## config.mk

```make
export PLATFORM = sky130hd
export DESIGN_NAME = pipe_stage_reg
export DESIGN_NICKNAME = d
export VERILOG_FILES = /design/src/rtl/pipe_stage_reg.sv
export SDC_FILE = /design/constraint.sdc
export NUM_CORES = 1
export LEC_CHECK = 0
export BUFFER_PORTS_ARGS = -buffer_cell sky130_fd_sc_hd__buf_2
export CORE_ASPECT_RATIO = 0.6
export CORE_MARGIN = 1.5
export CORE_UTILIZATION = 50
export DETAILED_ROUTE_END_ITERATION = 6
export PLACE_DENSITY = 0.75
export SYNTH_ARGS = -nofsm -noshare
export SYNTH_HDL_FRONTEND = slang
export SYNTH_SLANG_ARGS = --single-unit
```

## constraint.sdc

```tcl
create_clock -name clk -period 2.2 [get_ports clk]
set_input_delay 0.44 -clock clk [delete_from_list [all_inputs] [get_ports clk]]
set_output_delay 0.44 -clock clk [all_outputs]
set_load 0.05 [all_outputs]
```

## src/rtl/pipe_stage_reg.sv

```systemverilog
// Pipeline stage register with a valid/ready handshake and a two-entry skid buffer.
// Empty stages present a zero control bundle so downstream only ever sees a NOP.
module pipe_stage_reg #(
    parameter int CTRL_W   = 12,
    parameter int DATA_W   = 32,
    parameter int NUM_DATA = 3,
    parameter int AUX_W    = 35,
    parameter int CNT_W    = 16
) (
    input  logic                       clk,
    input  logic                       rst_n,
    input  logic                       in_valid,
    output logic                       in_ready,
    input  logic [CTRL_W-1:0]          in_ctrl,
    input  logic [NUM_DATA*DATA_W-1:0] in_data,
    input  logic [AUX_W-1:0]           in_aux,
    output logic                       out_valid,
    input  logic                       out_ready,
    output logic [CTRL_W-1:0]          out_ctrl,
    output logic [NUM_DATA*DATA_W-1:0] out_data,
    output logic [AUX_W-1:0]           out_aux,
    input  logic                       flush,
    output logic [1:0]                 occupancy,
    output logic [CNT_W-1:0]           stall_cnt,
    output logic [CNT_W-1:0]           flush_cnt
);

    localparam int DW    = NUM_DATA * DATA_W;
    localparam int PAY_W = CTRL_W + DW + AUX_W;

    localparam logic [1:0] EMPTY = 2'd0;
    localparam logic [1:0] ONE   = 2'd1;
    localparam logic [1:0] FULL  = 2'd2;

    logic [1:0]       state_reg, state_next;
    logic [PAY_W-1:0] main_reg, skid_reg;
    logic [PAY_W-1:0] in_payload;
    logic [CNT_W-1:0] stall_cnt_reg, flush_cnt_reg;
    logic             in_fire, out_fire;
    logic             load_main_in, load_main_skid, load_skid;

    assign in_payload = {in_ctrl, in_data, in_aux};

    // Handshake outputs depend on state only, so out_ready never reaches in_ready combinationally.
    assign in_ready  = (state_reg != FULL);
    assign out_valid = (state_reg != EMPTY);
    assign in_fire   = in_valid & in_ready;
    assign out_fire  = out_valid & out_ready;
    assign occupancy = state_reg;

    always_comb begin
        state_next     = state_reg;
        load_main_in   = 1'b0;
        load_main_skid = 1'b0;
        load_skid      = 1'b0;
        case (state_reg)
            EMPTY: begin
                if (in_fire) begin
                    load_main_in = 1'b1;
                    state_next   = ONE;
                end
            end
            ONE: begin
                if (in_fire && out_fire) begin
                    load_main_in = 1'b1;
                end else if (in_fire) begin
                    load_skid  = 1'b1;
                    state_next = FULL;
                end else if (out_fire) begin
                    state_next = EMPTY;
                end
            end
            FULL: begin
                if (out_fire) begin
                    load_main_skid = 1'b1;
                    state_next     = ONE;
                end
            end
            default: state_next = EMPTY;
        endcase
        // Flush wins: anything accepted this cycle is discarded along with held entries.
        if (flush) begin
            state_next     = EMPTY;
            load_main_in   = 1'b0;
            load_main_skid = 1'b0;
            load_skid      = 1'b0;
        end
    end

    always_ff @(posedge clk or negedge rst_n) begin
        if (!rst_n) begin
            state_reg <= EMPTY;
            main_reg  <= '0;
            skid_reg  <= '0;
        end else begin
            state_reg <= state_next;
            if (load_main_in) begin
                main_reg <= in_payload;
            end else if (load_main_skid) begin
                main_reg <= skid_reg;
            end
            if (load_skid) begin
                skid_reg <= in_payload;
            end
        end
    end

    always_ff @(posedge clk or negedge rst_n) begin
        if (!rst_n) begin
            stall_cnt_reg <= '0;
            flush_cnt_reg <= '0;
        end else begin
            if (out_valid && !out_ready && (stall_cnt_reg != {CNT_W{1'b1}})) begin
                stall_cnt_reg <= stall_cnt_reg + 1'b1;
            end
            if (flush && (state_reg != EMPTY) && (flush_cnt_reg != {CNT_W{1'b1}})) begin
                flush_cnt_reg <= flush_cnt_reg + 1'b1;
            end
        end
    end

    assign stall_cnt = stall_cnt_reg;
    assign flush_cnt = flush_cnt_reg;

    // Control is the bubble carrier; data and aux simply hold their last value when empty.
    assign out_ctrl = out_valid ? main_reg[PAY_W-1 -: CTRL_W] : '0;
    assign out_aux  = main_reg[AUX_W-1:0];

    genvar gi;
    generate
        for (gi = 0; gi < NUM_DATA; gi++) begin : g_out_word
            assign out_data[gi*DATA_W +: DATA_W] = main_reg[AUX_W + gi*DATA_W +: DATA_W];
        end
    endgenerate

endmodule

```

After elaboration in Yosys (flattened, before gate mapping)

Cells that the tools add are included.

Add/sub/neg operators: 2
Reduce and logical (&&, ||, !) cells: 10
Eq/ne operators: 9
Mux-type cells: 20
Bitwise logic cells: 2

Operator list:

| operator                                      | count |
|---|---|
| 2-to-1 mux 143 bit                            | 2 |
| adder 16 x 1 -> 16 bit, second input constant | 2 |
| inequality test 16 bit, second input constant | 2 |
| 2-to-1 mux 12 bit                             | 1 |
| 2-to-1 mux 2 bit                              | 6 |
| 2-to-1 mux 1 bit                              | 9 |
| inequality test 3 bit, second input constant  | 3 |
| case mux 2 bit (3 select lines)               | 1 |
| logical AND 1 bit                             | 5 |
| inequality test 4 bit, second input constant  | 1 |
| AND reduction 4 bit                           | 1 |
| nonzero test 2 bit                            | 2 |
| AND 1 bit                                     | 2 |
| == test 2 x 1 -> 1 bit, second input constant | 1 |
| == test 2 bit, second input constant          | 1 |
| zero test 2 bit                               | 1 |
| inequality test 2 bit, second input constant  | 1 |
| case mux 1 bit (2 select lines)               | 1 |
| zero test 1 bit                               | 1 |

Register bits after elaboration: 320
Word-level logic and storage cells: 48
Output and inout bits: 179
Bits of input ports: 148

Depth between registers and ports, before layout

Word-level depth: 7
Depth in mapped cells: 8
Gate-level depth less buffers: 5

Worst setup path after synthesis

Ideal clock, no wire load.

Path kind: register -> output
Start: register state_reg[1] (netlist: occupancy[1])
End: output out_ctrl[10]
Slack: -0.136 ns
Stages on the path, launching flop included: 5
Buffers on the path: 2
Arrival time: 1.896 ns
Cells stage by stage: dfrtp_1 > buf_2 > nor2_1 > clkbuf_1 > nor2b_1

Cells in the longest elaborated chain, start to end: 2

RTL lines:

| element                | RTL line | RTL |
|---|---|---|
| start, declared        | 35       | `logic [1:0] state_reg, state_next;` |
| start signal, assigned | 96       | `state_reg <= state_next;` |
| nonzero test 2 bit     | 46       | `assign out_valid = (state_reg != EMPTY);` |
| 2-to-1 mux 12 bit      | 126      | `assign out_ctrl = out_valid ? main_reg[PAY_W-1 -: CTRL_W] : '0;` |
| end, declared          | 19       | `output logic [CTRL_W-1:0] out_ctrl,` |

No other way between the ends.

Worst setup path in the final report

Start: register state_reg[0] (netlist: occupancy[0])
End: output out_ctrl[9]

Same word-level chain as after synthesis.

==> qor.yml <==
power:
  p_total_mw: 18.5
  comb_power_share_pct: 25.6
  peakVddDrop_uv: 693
  power_leakage_nw: 7.66
  clkPwrFrac_pct: 31.1
  p_seq_share_pct: 43.3
  switching_share_pct: 33.9
  powerDensity_mw_per_mm2: 1090
  p_int_mw: 12.3
  p_switching_mw: 6.28
yosys:
  synth_seq_cells: 320
  synth_cells: 1226
  dominantRegCellSynth: "dfrtp_1"
  syn_avg_cell_area_sq_um: 11.9
  synth_cell_types: 40
  synth_edf_count: 0
  yosys_warnings: 0
  synthArstFlopShare_pct: 100
  syn_area_sq_mm: 0.0146
  synth_fp_nets: 1376
  synth.yosys.seq_area_share_pct: 54.7
detailed_routing:
  drt-wirelength-per-cell_microns: 17.7
  drtIter0Drc: 535
  ant_nets: 0
  drcViolationCount: 0
  wl_mm: 32.1
  vias: 9437
  detail_route.first_pass.iterations: 4
  vias_per_cell: 5.19
worst_setup_path:
  reg2reg_from: "occupancy[1]"
  crit_type: "register to output port"
  worstRegToRegCells: 7
  endpoint_kind: "output port"
  cp-endpoint: "out_ctrl[9]"
  required_ns: 1.76
  rrSetupSlack_ns: 0.23
  start_kind: "register"
  crit_fanout: 10
  crit_start: "occupancy[0]"
  rr_endpoint: "main_reg[94]"
  worstPathArrival_ns: 1.67
floorplan:
  dieArea_sq_mm: 0.0303
  rows: 48
  die_x_microns: 224
  core_sq_mm: 0.0288
  num_io_pins: 327
  die_h_microns: 136
  initial_core_util_pct: 50.9
grt:
  antenna_found_initial: 7
  first_global_vias: 9407
  grt-ovfl-total: 0
  gr-usage-all-layers_pct: 20.8
  grt_max_degree: 97
  grt_first_pass_wirelength_mm: 50.5
sta:
  whs_ns: 0.104
  rsz0062_at_grt: "no"
  finalWorstSetupSlack_ns: 0.0874
  drv_slew: 0
  finalCriticalPeriod_ns: 2.11
  finalClockSkew_ns: 0.0187
  fin_crit_sh_pct: 96.0
  worstMarginPinSlew_ns: 0.602
  finalSetupTns_ns: 0
  finalHoldViolCount: 0
  max-slew-margin-rel_pct: 59.6
  setup_violations: 0
  clock.fmax_mhz: 473
placement:
  pre_cts_ws_ns: 0.271
  place.gp.congestion: 0.843
  placedCellCount: 1759
  hpwl_mm: 22.4
  io_buffers: 326
  place_area_sq_mm: 0.0158
layout:
  seqCellArea_sq_mm: 0.00801
  nFillCells: 2335
  drive_gt1_share_pct: 36.4
  finalInstanceArea_sq_mm: 0.0170
  area.growth.synth_to_final_pct: 16.1
  multi_input_area_sq_mm: 0.00523
  final_util_pct: 59.0
  instances_no_fill: 1817
  layout.nets: 1568
run_status:
  outcome: "completed"
hold_path:
  hold_class: "input port to register"
clock_network:
  clock_latency_ns: 0.56
  clockRootBuffer: "clkbuf_16"
  clockBufferDepth: 3
  cts_buffers: 29
  cts_tree: "built"
  clkTransAtPathRegs_ns: 0.07
  htreeDepth: 1
  clock_sinks: 320
run:
  drv_cap: 0
-- worst min-delay path by stage --
| stage | startpoint | endpoint | cells past startpoint |
|---|---|---|---|
| 2_1_floorplan | rst_n | flush_cnt[0] | 0 |
| 3_3_place_gp | rst_n | skid_reg[76] | 1 |
| 3_5_place_dp | rst_n | skid_reg[76] | 1 |
| 4_1_cts | in_data[38] | skid_reg[73] | 2 |
| 5_1_grt | in_data[78] | skid_reg[113] | 2 |
| 6_report | in_data[38] | skid_reg[73] | 2 |
-- cell type report --
cell class              instances  share of cell area, %
inverters                       4                 0.0884
flip-flops and latches        320                   47.2
well taps                     375                   2.76
clock inverters                16                   1.72
repair buffers                360                   12.7
multi-input cells             703                   30.8
diodes                          1                 0.0147
clock buffers                  38                   4.71
-- synth_stat cells (2+ instances only) --
cell       number  share of area, %
a21oi_1       146               5.0
and3_1          4              0.17
and4_1          3              0.18
buf_1           7              0.18
buf_2          27              0.92
buf_4         139               7.1
buf_8           8              0.82
clkbuf_1       17              0.44
dfrtp_1       320                55
ha_1            2              0.17
inv_1           4              0.10
mux2_1         37               2.8
mux2_2        108               8.3
mux2i_1       144               9.9
nand2_1        11              0.28
nand3_1        12              0.41
nand4_1        13              0.56
nor2_1        153               3.9
nor2b_1        13              0.56
nor3_1          3              0.10
nor3b_2         2              0.17
nor4_1          6              0.26
o2111ai_1       2              0.12
o21ai_0         2             0.068
xnor2_1        15              0.90
xor2_1         14              0.84
-- repair_timing --
item,4_1_cts,5_1_grt
buffers inserted,0,1
resized for setup,8,9
pin swaps,0,1
gates cloned,1,0
hold buffers,1,0
setup endpoints to repair,13,10
hold endpoints to repair,45,0
-- cell usage in the layout, fill, tap and decap left out, types with 15 or more instances in the layout --
master,n
buf_2,317
nor2_1,152
buf_12,19
mux2_2,108
clkbuf_16,29
a21oi_1,146
mux2i_1,144
mux2_1,37
buf_4,17
dfrtp_1,319
xnor2_1,15
-- power by group through the flow --
| stage | clock network [mW] | registers (mW) | logic, mW |
|---|---|---|---|
| floorplan | 0 | 8.21 | 3.87 |
| global placement | 0 | 8.05 | 4.63 |
| detailed placement | 0 | 8.12 | 4.76 |
| CTS | 5.90 | 8.03 | 4.79 |
| global route | 6.10 | 8.18 | 5.06 |
| finish | 5.76 | 8.03 | 4.75 |
-- metal layers --
layer | vias to the layer above | wire, microns | global-route usage (%)
li1 | 4486 | - | -
met1 | 4642 | 14600 | 28.8
met2 | 242 | 14600 | 32.6
met3 | 57 | 2180 | 6.01
met4 | 10 | 720 | 4.77
met5 | - | 53 | 0
-- worst max-delay path, cell delays in order (launching register included) --
cell      delay [ns]
dfrtp_1         0.38
buf_4           0.18
nor2_4          0.13
buf_6           0.16
nor2b_1         0.05
clkbuf_4        0.21
-- kinds of logic after synthesis --
group	share of synthesized area [%]
simple gates	7.16
flops	54.7
xor+xnor	1.74
fa+ha+maj	0.171
compound gates	5.52
mux	21.0
buf+inv	9.67
Power figures use the tool's default switching activity.
